File: src/rtl/fifo_pkg.sv
// Shared constants and sizing helpers for the synchronous FIFO.
package fifo_pkg;

  localparam int DSIZE_DEF = 8;
  localparam int ASIZE_DEF = 4;

  function automatic int depth_of(input int asize);
    return 1 << asize;
  endfunction

  // Pointers carry one extra wrap bit above the memory address.
  function automatic int ptr_width(input int asize);
    return asize + 1;
  endfunction

endpackage

File: src/rtl/fifo_mem.sv
// DEPTH x DSIZE storage: synchronous write port, asynchronous read port.
module fifo_mem
  import fifo_pkg::*;
#(
  parameter int DSIZE = DSIZE_DEF,
  parameter int ASIZE = ASIZE_DEF
) (
  input  logic             wclk,
  input  logic             wclken,
  input  logic [ASIZE-1:0] waddr,
  input  logic [DSIZE-1:0] wdata,
  input  logic [ASIZE-1:0] raddr,
  output logic [DSIZE-1:0] rdata
);

  localparam int DEPTH = depth_of(ASIZE);

  logic [DSIZE-1:0] mem_r [DEPTH];

  // Write port; contents are intentionally not reset.
  always_ff @(posedge wclk) begin
    if (wclken) begin
      mem_r[waddr] <= wdata;
    end
  end

  assign rdata = mem_r[raddr];

endmodule

File: src/rtl/sync_fifo_core.sv
// Single-clock show-ahead FIFO with registered full/empty flags.
// Optional status outputs (wcount, almost flags, sticky over/underflow) under FIFO_STATUS_EN.
module sync_fifo_core
  import fifo_pkg::*;
#(
  parameter int DSIZE = DSIZE_DEF,
  parameter int ASIZE = ASIZE_DEF
) (
  input  logic             wclk,
  input  logic             wrst_n,
  input  logic [DSIZE-1:0] wdata,
  input  logic             winc,
  input  logic             rinc,
  output logic [DSIZE-1:0] rdata,
  output logic             wfull,
  output logic             rempty
`ifdef FIFO_STATUS_EN
  ,
  output logic [ASIZE:0]   wcount,
  output logic             almost_full,
  output logic             almost_empty,
  output logic             overflow,
  output logic             underflow
`endif
);

  localparam int PW = ptr_width(ASIZE);

  logic [PW-1:0]    wptr_r;
  logic [PW-1:0]    rptr_r;
  logic [PW-1:0]    wptr_next_s;
  logic [PW-1:0]    rptr_next_s;
  logic             wfull_r;
  logic             rempty_r;
  logic             write_en_s;
  logic             read_en_s;
  logic [DSIZE-1:0] mem_rdata_s;

  // Acceptance uses the current registered flags.
  always_comb begin
    write_en_s  = winc & ~wfull_r;
    read_en_s   = rinc & ~rempty_r;
    wptr_next_s = wptr_r + {{(PW-1){1'b0}}, write_en_s};
    rptr_next_s = rptr_r + {{(PW-1){1'b0}}, read_en_s};
  end

  // Pointers and flags; flags derive from next-state pointers.
  always_ff @(posedge wclk or negedge wrst_n) begin
    if (!wrst_n) begin
      wptr_r   <= '0;
      rptr_r   <= '0;
      wfull_r  <= 1'b0;
      rempty_r <= 1'b1;
    end else begin
      wptr_r   <= wptr_next_s;
      rptr_r   <= rptr_next_s;
      rempty_r <= (wptr_next_s == rptr_next_s);
      wfull_r  <= (wptr_next_s == {~rptr_next_s[ASIZE], rptr_next_s[ASIZE-1:0]});
    end
  end

  fifo_mem #(
    .DSIZE (DSIZE),
    .ASIZE (ASIZE)
  ) u_mem (
    .wclk   (wclk),
    .wclken (write_en_s),
    .waddr  (wptr_r[ASIZE-1:0]),
    .wdata  (wdata),
    .raddr  (rptr_r[ASIZE-1:0]),
    .rdata  (mem_rdata_s)
  );

  // Show-ahead data, forced to zero while empty.
  always_comb begin
    if (rempty_r) begin
      rdata = '0;
    end else begin
      rdata = mem_rdata_s;
    end
  end

  assign wfull  = wfull_r;
  assign rempty = rempty_r;

`ifdef FIFO_STATUS_EN
  localparam int DEPTH = depth_of(ASIZE);

  logic [PW-1:0] count_next_s;
  logic [PW-1:0] wcount_r;
  logic          almost_full_r;
  logic          almost_empty_r;
  logic          overflow_r;
  logic          underflow_r;

  assign count_next_s = wptr_next_s - rptr_next_s;

  // Occupancy-derived status and sticky error bits, cleared only by reset.
  always_ff @(posedge wclk or negedge wrst_n) begin
    if (!wrst_n) begin
      wcount_r       <= '0;
      almost_full_r  <= 1'b0;
      almost_empty_r <= 1'b1;
      overflow_r     <= 1'b0;
      underflow_r    <= 1'b0;
    end else begin
      wcount_r       <= count_next_s;
      almost_full_r  <= (count_next_s >= PW'(DEPTH - 1));
      almost_empty_r <= (count_next_s <= PW'(1));
      overflow_r     <= overflow_r | (winc & wfull_r);
      underflow_r    <= underflow_r | (rinc & rempty_r);
    end
  end

  assign wcount       = wcount_r;
  assign almost_full  = almost_full_r;
  assign almost_empty = almost_empty_r;
  assign overflow     = overflow_r;
  assign underflow    = underflow_r;
`endif

endmodule

File: config.mk
export PLATFORM = sky130hd
export DESIGN_NAME = sync_fifo_core
export DESIGN_NICKNAME = d
export VERILOG_FILES = /design/src/rtl/fifo_pkg.sv /design/src/rtl/fifo_mem.sv /design/src/rtl/sync_fifo_core.sv
export SDC_FILE = /design/constraint.sdc
export NUM_CORES = 1
export LEC_CHECK = 0
export CAP_MARGIN = 20
export CORE_MARGIN = 1.5
export CORE_UTILIZATION = 40
export CTS_BUF_LIST = sky130_fd_sc_hd__clkbuf_4 sky130_fd_sc_hd__clkbuf_8
export CTS_CLUSTER_SIZE = 28
export DETAILED_ROUTE_END_ITERATION = 8
export SLEW_MARGIN = 20
export SYNTH_ARGS = -nofsm -noshare
export SYNTH_HDL_FRONTEND = slang
export SYNTH_SLANG_ARGS = --single-unit
export TNS_END_PERCENT = 10
File: constraint.sdc
create_clock -name wclk -period 2.3 [get_ports wclk]
set_clock_uncertainty 0.15 [all_clocks]
set_input_delay 0.23 -clock wclk [delete_from_list [all_inputs] [get_ports wclk]]
set_output_delay 0.23 -clock wclk [all_outputs]
set_load 0.01 [all_outputs]
# Yosys cells after proc, flatten, opt, wreduce, memory -nomap -nowiden

Memory sizes are Yosys's and may differ from the RTL's.
Cells that the tools add are included.

RAM bits: 128
Memories: 1
Bits in registers: 12

Memories:

| memory      | depth | bits a word | read ports | clocked after Yosys merged registers in | wr ports | line           | RTL |
|---|---|---|---|---|---|---|---|
| u_mem.mem_r | 16    | 8           | 1          | 0                                       | 1        | fifo_mem.sv:18 | `logic [DSIZE-1:0] mem_r [DEPTH];` |

Eq/ne operators: 2
Multiplexer cells: 3
Add/subtract/negate cells: 2
Bitwise operators: 5

Operators with widths:

| kind                                   | count |
|---|---|
| 5-bit by 1-bit adder with 5-bit output | 2 |
| 5-bit == test                          | 2 |
| 8-bit two-way mux                      | 1 |
| 1-bit inverter                         | 3 |
| 1-bit bitwise AND                      | 2 |
| 1-bit two-way mux                      | 2 |

# Depth between registers and ports, before layout

Gate-level depths: netlist of the first run.

Word-level depth: 5
Mapped depth: 7
Depth with buffers taken out: 7

# By module

Synthesis of the first run repeated with hierarchy kept, for this count alone.

Cells, all modules: 267
Area total of the unflattened synthesis: 5,559.1 µm²

By module, submodules not included:

| module         | cells an instance | area each (µm²) | sequential area each (µm²) | times used |
|---|---|---|---|---|
| fifo_mem       | 221               | 4,987.3         | 3,843.7                    | 1 |
| sync_fifo_core | 46                | 571.8           | 301.5                      | 1 |

# Worst setup path after synthesis of the first run

OpenSTA, ideal clock, no wires.

Path type: register to register
Start point: reg wfull_r (netlist: wfull)
End point: mem u_mem.mem_r[0][0] in the netlist's numbering, enable pin
Path buffers: 0
Arrival time: 1,747 ps
Slack: 19 ps
Library setup time: 383 ps
Stages on the path, launching flop included: 4
Cell sequence: dfrtp_1 -> nor2b_1 -> or3b_2 -> nor3_1

Cells in the longest elaborated chain, start to end: 4

Ends and longest elaborated chain:

| what                                    | line                 | RTL |
|---|---|---|
| start, declared                         | sync_fifo_core.sv:33 | `logic wfull_r;` |
| start signal, assigned                  | sync_fifo_core.sv:58 | `wfull_r <= (wptr_next_s == {~rptr_next_s[ASIZE], rptr_next_s[ASIZE-1:0]});` |
| 1-bit inverter                          | sync_fifo_core.sv:41 | `write_en_s = winc & ~wfull_r;` |
| 1-bit bitwise AND                       | sync_fifo_core.sv:41 |  |
| 1-bit two-way mux                       | fifo_mem.sv:22       | `if (wclken) begin` |
| 1-bit two-way mux (not written as such) | fifo_mem.sv:23       | `mem_r[waddr] <= wdata;` |
| end, declared                           | fifo_mem.sv:18       |  |

Every way passes these cells.

# Final worst setup path of the first run

Start point: reg rptr_r[0]
End point: out rdata[6]

Cells in the longest elaborated chain, start to end: 2

Ends and longest elaborated chain:

| what                   | line                 | RTL |
|---|---|---|
| start, declared        | sync_fifo_core.sv:30 | `logic [PW-1:0] rptr_r;` |
| start signal, assigned | sync_fifo_core.sv:56 | `rptr_r <= rptr_next_s;` |
| memory read 16 x 8 bit | -                    |  |
| 8-bit two-way mux      | sync_fifo_core.sv:76 | `if (rempty_r) begin` |
| end, declared          | sync_fifo_core.sv:14 | `output logic [DSIZE-1:0] rdata,` |

Every way passes these cells.

==> metrics.txt, run 1 <==
outcome finished with violations; violated checks setup timing; reg-to-reg critical path startpoint wfull; syn avg cell area 21.0 µm²; Final Setup Violations 8; unrepaired setup endpoints after global routing true; Buf+Inv Stages, Crit Path 3; hold_sp wptr_r[4]; Die Width 120 µm; clk buf depth 2; data arrival time of the critical path 2120 ps; Synth Area in Simple Gates 3.52%; overall power 0.00866 W; pwr/cell area 1290 nW/µm²; post-DP HPWL 6.59 mm; syn_nets 278; hold slack 360 ps; Via Count 2596; core area 13300 µm²; critical path peak fanout 6; Relative slew margins 61.7%; FILL cells 1062; HP Class reg -> reg; final worst-path setup slack -199 ps; clock tree from TritonCTS built; period utilization 109%; Max Cap Violations 0; synthesized cell area 5510 µm²; Slew @ Worst Pin 573 ps; internal power 0.00598 W; global route overflow 0; initial antenna violation count 0; dpl cell area 6190 µm²; Chip Height 120 µm; area grow syn2layout 22.2%; Ports 22; Synth warnings 0; share of layout cells above drive strength 1 37.8%; XOR/XNOR share of the synthesized area 2.29%; final instance area 6740 µm²; non-filler cells in the finished layout 515; total clock buffers created by CTS 17; Comb power frac 38.8%; part of the Yosys area used for sequential elements 75.2%; Adder-Cell Fraction of Synth Area 0.908%; Vias/cell 5.04; clock network power share 23.1%; most common cell after layout, fill and taps aside edfxtp_1; ant diodes 0; crit-path cells buf_4 > buf_12 > mux4_2 > mux2i_1 > o22ai_1 > buf_2; Total Wirelength 10.4 mm; mux cell area share after synthesis 16.0%; slowest CP cell mux4_2; post-route ant nets 0; Final Hold Violating Endpoints 0; Net Switching 0.00268 W; WL per Instance 20.2 µm; first-pass GRT wire length 15.9 mm; Crit Path Category reg -> out; Sw Ratio 31.0%; clk sinks 140; Unique masters post-synth 28; largest net degree at the start of global routing 27; root buffer cell clkbuf_8; vias in the first global route 2750; FP Rows 42; DRT Pass-1 Iters 4; CTS clock-pin slew for the worst setup and hold paths 70 ps; largest family of logic cells by synthesized area multiplexers; Leak 2.28 nW; CP max stage delay 520 ps; NumNets Final 343; FMAX 400 MHz; H-tree depth 4; Pins Over Slew Limit 0; starting DRC count in detailed routing 353; Final min period 2500 ps; compound-cell area share of the yosys netlist 0.908%; kind of end point of the critical path primary output; post-layout util 50.5%; RePlAce Congestion 0.741; Flop pwr share 38.2%; Initial Utilization 41.3%; die area 14500 µm²; residual DRC count 0; Worst setup startpoint rptr_r[0]; Post-Syn Instances 262; required time worst endpoint 1920 ps; most frequent cells in the layout edfxtp_1 (128), mux4_2 (32), buf_4 (27); clock latency on the worst-skew pair 420 ps; IR drop worst, VDD 0.410 mV; Placed Instances 477; Startpoint Class flop; CP delay by family, top multiplexers; GRT Resource Usage Total 15.7%; Synth Register Bits 140; I/O Buffers 21
[through the flow]
| step | TNS, ps | setup slack (ps) |
|---|---|---|
| finish | -1440 | -199 |
| floorplan | 0 | 19.4 |
| global placement | -2330 | -228 |
| CTS | -1690 | -241 |
| global route | -2120 | -282 |
| detailed placement | -3100 | -270 |
[worst min-delay path: stages (launching register included)]
cell and delay, ps:
dfrtp_1 340, xor2_1 90, inv_1 60
[Yosys cell counts]
library cell  instances  area share [%]
o22ai_1               8            0.91
clkbuf_1              3            0.20
buf_2                 7            0.64
nand4_1               1            0.11
nor2_1               12            0.82
inv_1                 2            0.14
or3b_2                1            0.16
buf_1                 3            0.20
xor2_1                6            0.95
or3_4                 1            0.20
nand3_1               4            0.36
nand2_1               2            0.14
xnor3_1               1            0.41
nor3_2                1            0.18
or2_2                 1            0.11
nand2b_1              3            0.34
xnor2_1               4            0.64
nor3b_2               1            0.23
mux4_2               32              13
nand3b_1              2            0.27
nor3_1                4            0.36
dfrtp_1              11             5.0
ha_1                  4            0.91
nor2b_1               2            0.23
mux2i_1              16             2.9
dfstp_2               1            0.48
xor2_2                1            0.30
edfxtp_1            128              70
[final timing paths]
path	to	slack (ps)	cells past startpoint
min in group asynchronous	rptr_r[2]	540	2
hold reg to reg	wptr_r[4]	360	2
setup / recovery	rdata[6]	-200	6
max in group asynchronous	rptr_r[0]	1080	2
hold / removal	wptr_r[4]	360	2
setup reg to reg	wfull	150	7
[power groups by stage]
stage / Combinational (W) / Sequential (W) / Clock, W
2_1_floorplan: 0.00193 / 0.00331 / 0
3_3_place_gp: 0.00312 / 0.00337 / 0
3_5_place_dp: 0.00314 / 0.00338 / 0
4_1_cts: 0.00334 / 0.00330 / 0.00205
5_1_grt: 0.00360 / 0.00334 / 0.00214
6_report: 0.00336 / 0.00330 / 0.00200
[per-layer routing]
metal  wire length [µm]  GRT usage (%)  vias to the layer above
met5                  0              0                        -
met4                153           7.06                        0
met3                476           3.44                       13
met2               5190           25.4                       54
met1               4590           20.5                     1334
li1                   -              -                     1195
[area by class of cell]
cell class	instances	area, µm²	area share (%)
Tap cell	176	220	3.27
Inverter	2	7.51	0.111
Clock buffer	18	241	3.58
Clock inverter	13	166	2.47
Sequential cell	140	4150	61.6
Multi-Input combinational cell	107	1390	20.6
Timing Repair Buffer	59	564	8.38
[state kept, by name, summed over array words and instances, names as in the netlist]
| name | cells |
|---|---|
| rptr_r | 5 |
| wptr_r | 5 |
| rempty | 1 |
| u_mem.mem_r | 128 |
| wfull | 1 |
[cell families (layout without fill, tap and decap cells)]
logic type,Yosys count,count (layout)
buffers and inverters,15,92
xor gates and xnor gates,12,12
and+or+nand+nor,35,35
DFF,140,140
muxes,48,48
adders and majority gates,4,4
AOI/OAI and AO/OA,8,8
[repair_timing]
item,in CTS,in global routing
setup buffers,5,0
gates resized for setup,45,8
pin swaps,2,2
endpoints found under the hold margin,11,0
endpoints found under the setup margin,8,10
hold buffers,1,0
gates cloned,1,0
No activity file was read; power rests on OpenSTA's default activity.
==> run 2, diff against run 1 <==
--- a/config.mk
+++ b/config.mk
@@ -11,6 +11,7 @@
 export CTS_BUF_LIST = sky130_fd_sc_hd__clkbuf_4 sky130_fd_sc_hd__clkbuf_8
 export CTS_CLUSTER_SIZE = 28
 export DETAILED_ROUTE_END_ITERATION = 8
+export GPL_TIMING_DRIVEN = 0
 export SLEW_MARGIN = 20
 export SYNTH_ARGS = -nofsm -noshare
 export SYNTH_HDL_FRONTEND = slang
==> run 2 against run 1 <==
The flow still finishes with violations (setup timing). Highest routed layer unchanged. Routed wire length up 5.3%. First-iteration DRC count down 21%. Global-route usage is 0.60 points higher. Worst setup slack worse by 120 ps. Power is 1.6% lower. Critical path depth up 1. Sequential cell count unchanged. Final cell count down 2.1%. Combinational power up 2%. Critical endpoint is now rdata[4]. Non-clock buffer count is 11 lower.
==> metrics.txt, run 2 (same netlist as run 1, synthesis figures left out) <==
outcome finished with violations; violated checks setup timing; CTS clock-pin slew for the worst setup and hold paths 70 ps (about the same); met1 Usage GRT 21.3% (+0.89 points); Startpoint Class flop; final worst-path setup slack -322 ps (-123 ps); Initial Utilization 41.3% (unchanged); H-tree depth 4 (unchanged); initial antenna violation count 0 (unchanged); Ports 22 (unchanged); Vias/cell 5.20 (+3.1%); I/O Buffers 21 (unchanged); Leak 2.19 nW (-3.9%); Final Setup Violations 8 (unchanged); Pins Over Slew Limit 0 (unchanged); period utilization 114% (+5.3 points); Final min period 2620 ps (+123 ps); critical path peak fanout 8 (+2); number of flip-flops under the largest register name 128 (unchanged); clk sinks 140 (unchanged); NumNets Final 332 (-3.2%); GR Util met2 26.1% (+0.78 points); post-DP HPWL 6.76 mm (+2.5%); data arrival time of the critical path 2240 ps (+120 ps); most flop-heavy register u_mem.mem_r; register area 4150 µm² (about the same); WL per Instance 21.7 µm (+7.6%); Total Wirelength 11.0 mm (+5.3%); Crit Path Category reg -> out; Slew @ Worst Pin 885 ps (+312 ps); DRT Pass-1 Iters 4 (unchanged); Final Hold Violating Endpoints 0 (unchanged); Regs by FF count u_mem.mem_r (128), rptr_r (5), wptr_r (5); DP Worst Slack -535 ps (-266 ps); area grow syn2layout 19.9%; met3 GRT Util 3.68% (+0.24 points); Die Width 120 µm (unchanged); die area 14500 µm² (unchanged); global route hottest layer met2; Max Cap Violations 0 (unchanged); clock latency on the worst-skew pair 430 ps (about the same); largest net degree at the start of global routing 17 (-37%); RePlAce Congestion 0.713 (-3.8%); Via Count 2620 (+0.92%); required time worst endpoint 1920 ps (about the same); GRT Resource Usage Total 16.3% (+0.60 points); clk buf depth 2 (unchanged); Relative slew margins 40.8% (-21 points); core area 13300 µm² (unchanged); residual DRC count 0 (unchanged); Chip Height 120 µm (unchanged); CTS Hold Bufs 0 (-1); kind of end point of the critical path primary output; starting DRC count in detailed routing 279 (-21%); share of layout cells above drive strength 1 37.5% (-0.26 points); ant diodes 0 (unchanged); Final TNS setup -2170 ps (-735 ps); vias in the first global route 2753 (+0.11%); Multi-input gate area 1420 µm² (+2.0%); IR drop worst, VDD 0.411 mV (+0.35%); pwr/cell area 1290 nW/µm² (+0.36%); FP Rows 42 (unchanged); clock tree from TritonCTS built; global route overflow 0 (unchanged); most common cell after layout, fill and taps aside edfxtp_1; total clock buffers created by CTS 17 (unchanged); most frequent cells in the layout edfxtp_1 (128), mux4_2 (32), clkbuf_8 (17); FMAX 381 MHz (-4.7%); first-pass GRT wire length 16.4 mm (+3.3%); post-route ant nets 0 (unchanged); unrepaired setup endpoints after global routing true; root buffer cell clkbuf_8; HP Class in -> async; FILL cells 1120 (+5.5%)
run 2: changes by cell type in the layout (fill, tap and decap cells not counted), moves of 4 or more:
| cell | previous run | this run |
|---|---|---|
| nor3_2 | 1 | 5 |
| nor2_2 | 0 | 5 |
| buf_4 | 27 | 12 |
| nor3_1 | 4 | 0 |
| clkbuf_4 | 1 | 5 |
| nor2_1 | 12 | 7 |
run 2: final cells by class:
type,count,area share [%]
well taps,176,3.33
plain buffers,13,1.99
inverters,2,0.114
clock inverters,11,1.50
repair buffers,35,5.00
clock buffers,20,3.88
multi-input cells,107,21.5
flip-flops and latches,140,62.7
run 2: metal layers:
| layer | vias up | routed length (µm) |
|---|---|---|
| li1 | 1172 | - |
| met1 | 1375 | 4690 |
| met2 | 57 | 5510 |
| met3 | 16 | 554 |
| met4 | 0 | 200 |
| met5 | - | 0 |
run 2: timing repair:
item                                    in CTS  in global routing
endpoints found under the setup margin      34                 26
buffers inserted                             6                  4
cloned                                       2                  1
pin swaps                                    1                  3
resized for setup                           70                  9
run 2: power by group:
part | leakage, nW | internal, W | switching [W]
clock network | 0.180 | 0.000878 | 0.000902
registers | 1.30 | 0.00314 | 0.000160
logic | 0.709 | 0.00173 | 0.00171
total | 2.19 | 0.00575 | 0.00278
run 2: metrics by stage:
| stage | hold WS (ps) | total power (W) | area (µm²) | util (%) | std cells |
|---|---|---|---|---|---|
| 6_report | 2.62 | 0.00853 | 6610 | 49.5 | 504 |
| 2_1_floorplan | -216 | 0.00523 | 5510 | - | 262 |
| 3_3_place_gp | 353 | 0.00623 | 5940 | 44.5 | 459 |
| 5_1_grt | 30.0 | 0.00895 | 6610 | 49.5 | 504 |
| 4_1_cts | 1.78 | 0.00853 | 6570 | 49.2 | 501 |
| 3_5_place_dp | 360 | 0.00631 | 5980 | 44.8 | 462 |
run 2: final timing paths:
check                           startpoint         to  slack [ps]  cells after the start
worst max register to register   wptr_r[0]      wfull          40                      6
worst max-delay path             rptr_r[0]   rdata[4]        -320                      7
max in group asynchronous           wrst_n  rptr_r[3]        1620                      1
min in group wclk                wptr_r[4]  wptr_r[4]         370                      2
worst min register to register   wptr_r[4]  wptr_r[4]         370                      2
worst min-delay path                wrst_n      wfull           3                      1
run 2: critical path, stage by stage (launching register included):
cell and delay, ps:
dfrtp_1 400, buf_12 170, buf_12 130, buf_12 100, mux4_2 490, mux2i_2 210
o22ai_1 120, buf_2 170
==> run 3, diff against run 2 <==
--- a/config.mk
+++ b/config.mk
@@ -6,6 +6,7 @@
 export NUM_CORES = 1
 export LEC_CHECK = 0
 export CAP_MARGIN = 20
+export CORE_ASPECT_RATIO = 1.1
 export CORE_MARGIN = 1.5
 export CORE_UTILIZATION = 40
 export CTS_BUF_LIST = sky130_fd_sc_hd__clkbuf_4 sky130_fd_sc_hd__clkbuf_8
==> run 3 against run 2 <==
Critical path depth is the same. Clock-buffer cell count shrank 2. Register-to-register slack gained 30 ps. The flow still finishes with violations (setup timing). Die area is essentially flat. Sequential power is essentially flat. Largest cell class unchanged. Critical path type unchanged. Final area grew 1.0%. Power grew 3.3%.
==> metrics.txt, run 3 (same netlist as run 1, synthesis figures left out) <==
die area 14500 µm² (about the same); core area 13300 µm² (-0.19%); WL per Instance 21.0 µm (-3.5%); DRT Pass-1 Iters 5 (+1); HP Class in -> async; Startpoint Class flop; Regs by FF count u_mem.mem_r (128), rptr_r (5), wptr_r (5); Die Width 115 µm (-4.5%); Pins Over Slew Limit 0 (unchanged); critical path peak fanout 8 (unchanged); period utilization 112% (-1.6 points); Final min period 2580 ps (-36.7 ps); starting DRC count in detailed routing 151 (-46%); required time worst endpoint 1920 ps (about the same); largest net degree at the start of global routing 17 (unchanged); Max Cap Violations 0 (unchanged); final worst-path setup slack -285 ps (+36.7 ps); Final Setup Violations 8 (unchanged); number of flip-flops under the largest register name 128 (unchanged); Ports 22 (unchanged); pwr/cell area 1320 nW/µm² (+2.2%); Initial Utilization 41.4% (+0.078 points); clk buf depth 2 (unchanged); kind of end point of the critical path primary output; ant diodes 0 (unchanged); post-layout util 50.1% (+0.60 points); first-pass GRT wire length 16.2 mm (-1.2%); clk sinks 140 (unchanged); share of layout cells above drive strength 1 38.7% (+1.2 points); Total Wirelength 10.7 mm (-2.4%); post-DP HPWL 6.64 mm (-1.8%); CTS clock-pin slew for the worst setup and hold paths 70 ps (about the same); Worst R2R Setup Slack 70 ps (+30 ps); most common cell after layout, fill and taps aside edfxtp_1; FP Rows 44 (+4.8%); initial antenna violation count 0 (unchanged); clock latency on the worst-skew pair 430 ps (about the same); area grow syn2layout 21.1%; non-filler cells in the finished layout 510 (+1.2%); residual DRC count 0 (unchanged); IR drop worst, VDD 0.616 mV (+50%); Crit Path Category reg -> out; Placed Instances 469 (+1.5%); clock tree from TritonCTS built; most flop-heavy register u_mem.mem_r; overall power 0.00881 W (+3.3%); Slew @ Worst Pin 980 ps (+95.2 ps); most frequent cells in the layout edfxtp_1 (128), mux4_2 (32), clkbuf_8 (17); global route overflow 0 (unchanged); H-tree depth 4 (unchanged); CTS Hold Bufs 0 (unchanged); NumNets Final 330 (-0.60%); Vias/cell 5.24 (+0.75%); Chip Height 126 µm (+4.8%); I/O Buffers 21 (unchanged); data arrival time of the critical path 2200 ps (-40 ps); FMAX 387 MHz (+1.4%); post-route ant nets 0 (unchanged); Leak 2.22 nW (+1.4%); Final Hold Violating Endpoints 0 (unchanged); outcome finished with violations; GRT Resource Usage Total 16.0% (-0.23 points); RePlAce Congestion 0.749 (+5.1%); Relative slew margins 34.4% (-6.4 points); total clock buffers created by CTS 17 (unchanged); vias in the first global route 2775 (+0.80%); violated checks setup timing; root buffer cell clkbuf_8; unrepaired setup endpoints after global routing true; Via Count 2671 (+1.9%)
==> run 3: layout make-up <==
class | instances | area (µm²)
clock buffers | 18 | 241
clock inverters | 13 | 190
plain buffers | 13 | 131
multi-input cells | 107 | 1430
flip-flops and latches | 140 | 4150
inverters | 2 | 7.51
well taps | 184 | 230
repair buffers | 33 | 302
fillers | 1099 | 6650
==> run 3: worst max-delay path: stages (launching register included) <==
cell     delay, ps
dfrtp_1        410
buf_12         170
buf_12         130
buf_6           90
mux4_2         500
mux2i_1        200
o22ai_2        100
buf_2          180
==> run 3: report_power, final <==
part / internal, W / switching (W)
sequential: 0.00314 / 0.000157
combinational: 0.00168 / 0.00170
clock: 0.00120 / 0.000932
total: 0.00602 / 0.00279
==> run 3: metrics by stage <==
stage | worst slack, ps | TNS [ps] | hold slack (ps) | instance area (µm²)
global route | -364 | -2900 | 36.4 | 6680
finish | -285 | -1960 | 4.17 | 6680
global placement | -909 | -56300 | 346 | 5950
floorplan | 19.4 | 0 | -216 | 5510
detailed placement | -498 | -43020 | 349 | 5990
CTS | -390 | -2580 | 0.386 | 6610
==> run 3: timing repair <==
| action | 4_1_cts | 5_1_grt |
|---|---|---|
| endpoints found under the setup margin | 52 | 58 |
| buffers inserted | 6 | 3 |
| gates cloned | 2 | 1 |
| resized for setup | 67 | 19 |
| pin swaps | 3 | 1 |
==> run 3: worst paths after layout <==
check / startpoint / end / cells after the start
setup reg to reg: wfull / rempty / 7
max in group asynchronous: wrst_n / wptr_r[0] / 1
setup / recovery: rptr_r[0] / rdata[0] / 7
min in group wclk: wptr_r[4] / wptr_r[4] / 2
hold / removal: wrst_n / rptr_r[0] / 1
hold reg to reg: wptr_r[4] / wptr_r[4] / 2
==> run 3: layer usage <==
layer / track usage (%) / vias up / part of all wire, %
li1: - / 1168 / -
met1: 20.9 / 1435 / 44
met2: 25.6 / 54 / 52
met3: 4.28 / 14 / 2.9
met4: 6.68 / 0 / 1.6
met5: 0 / - / 0
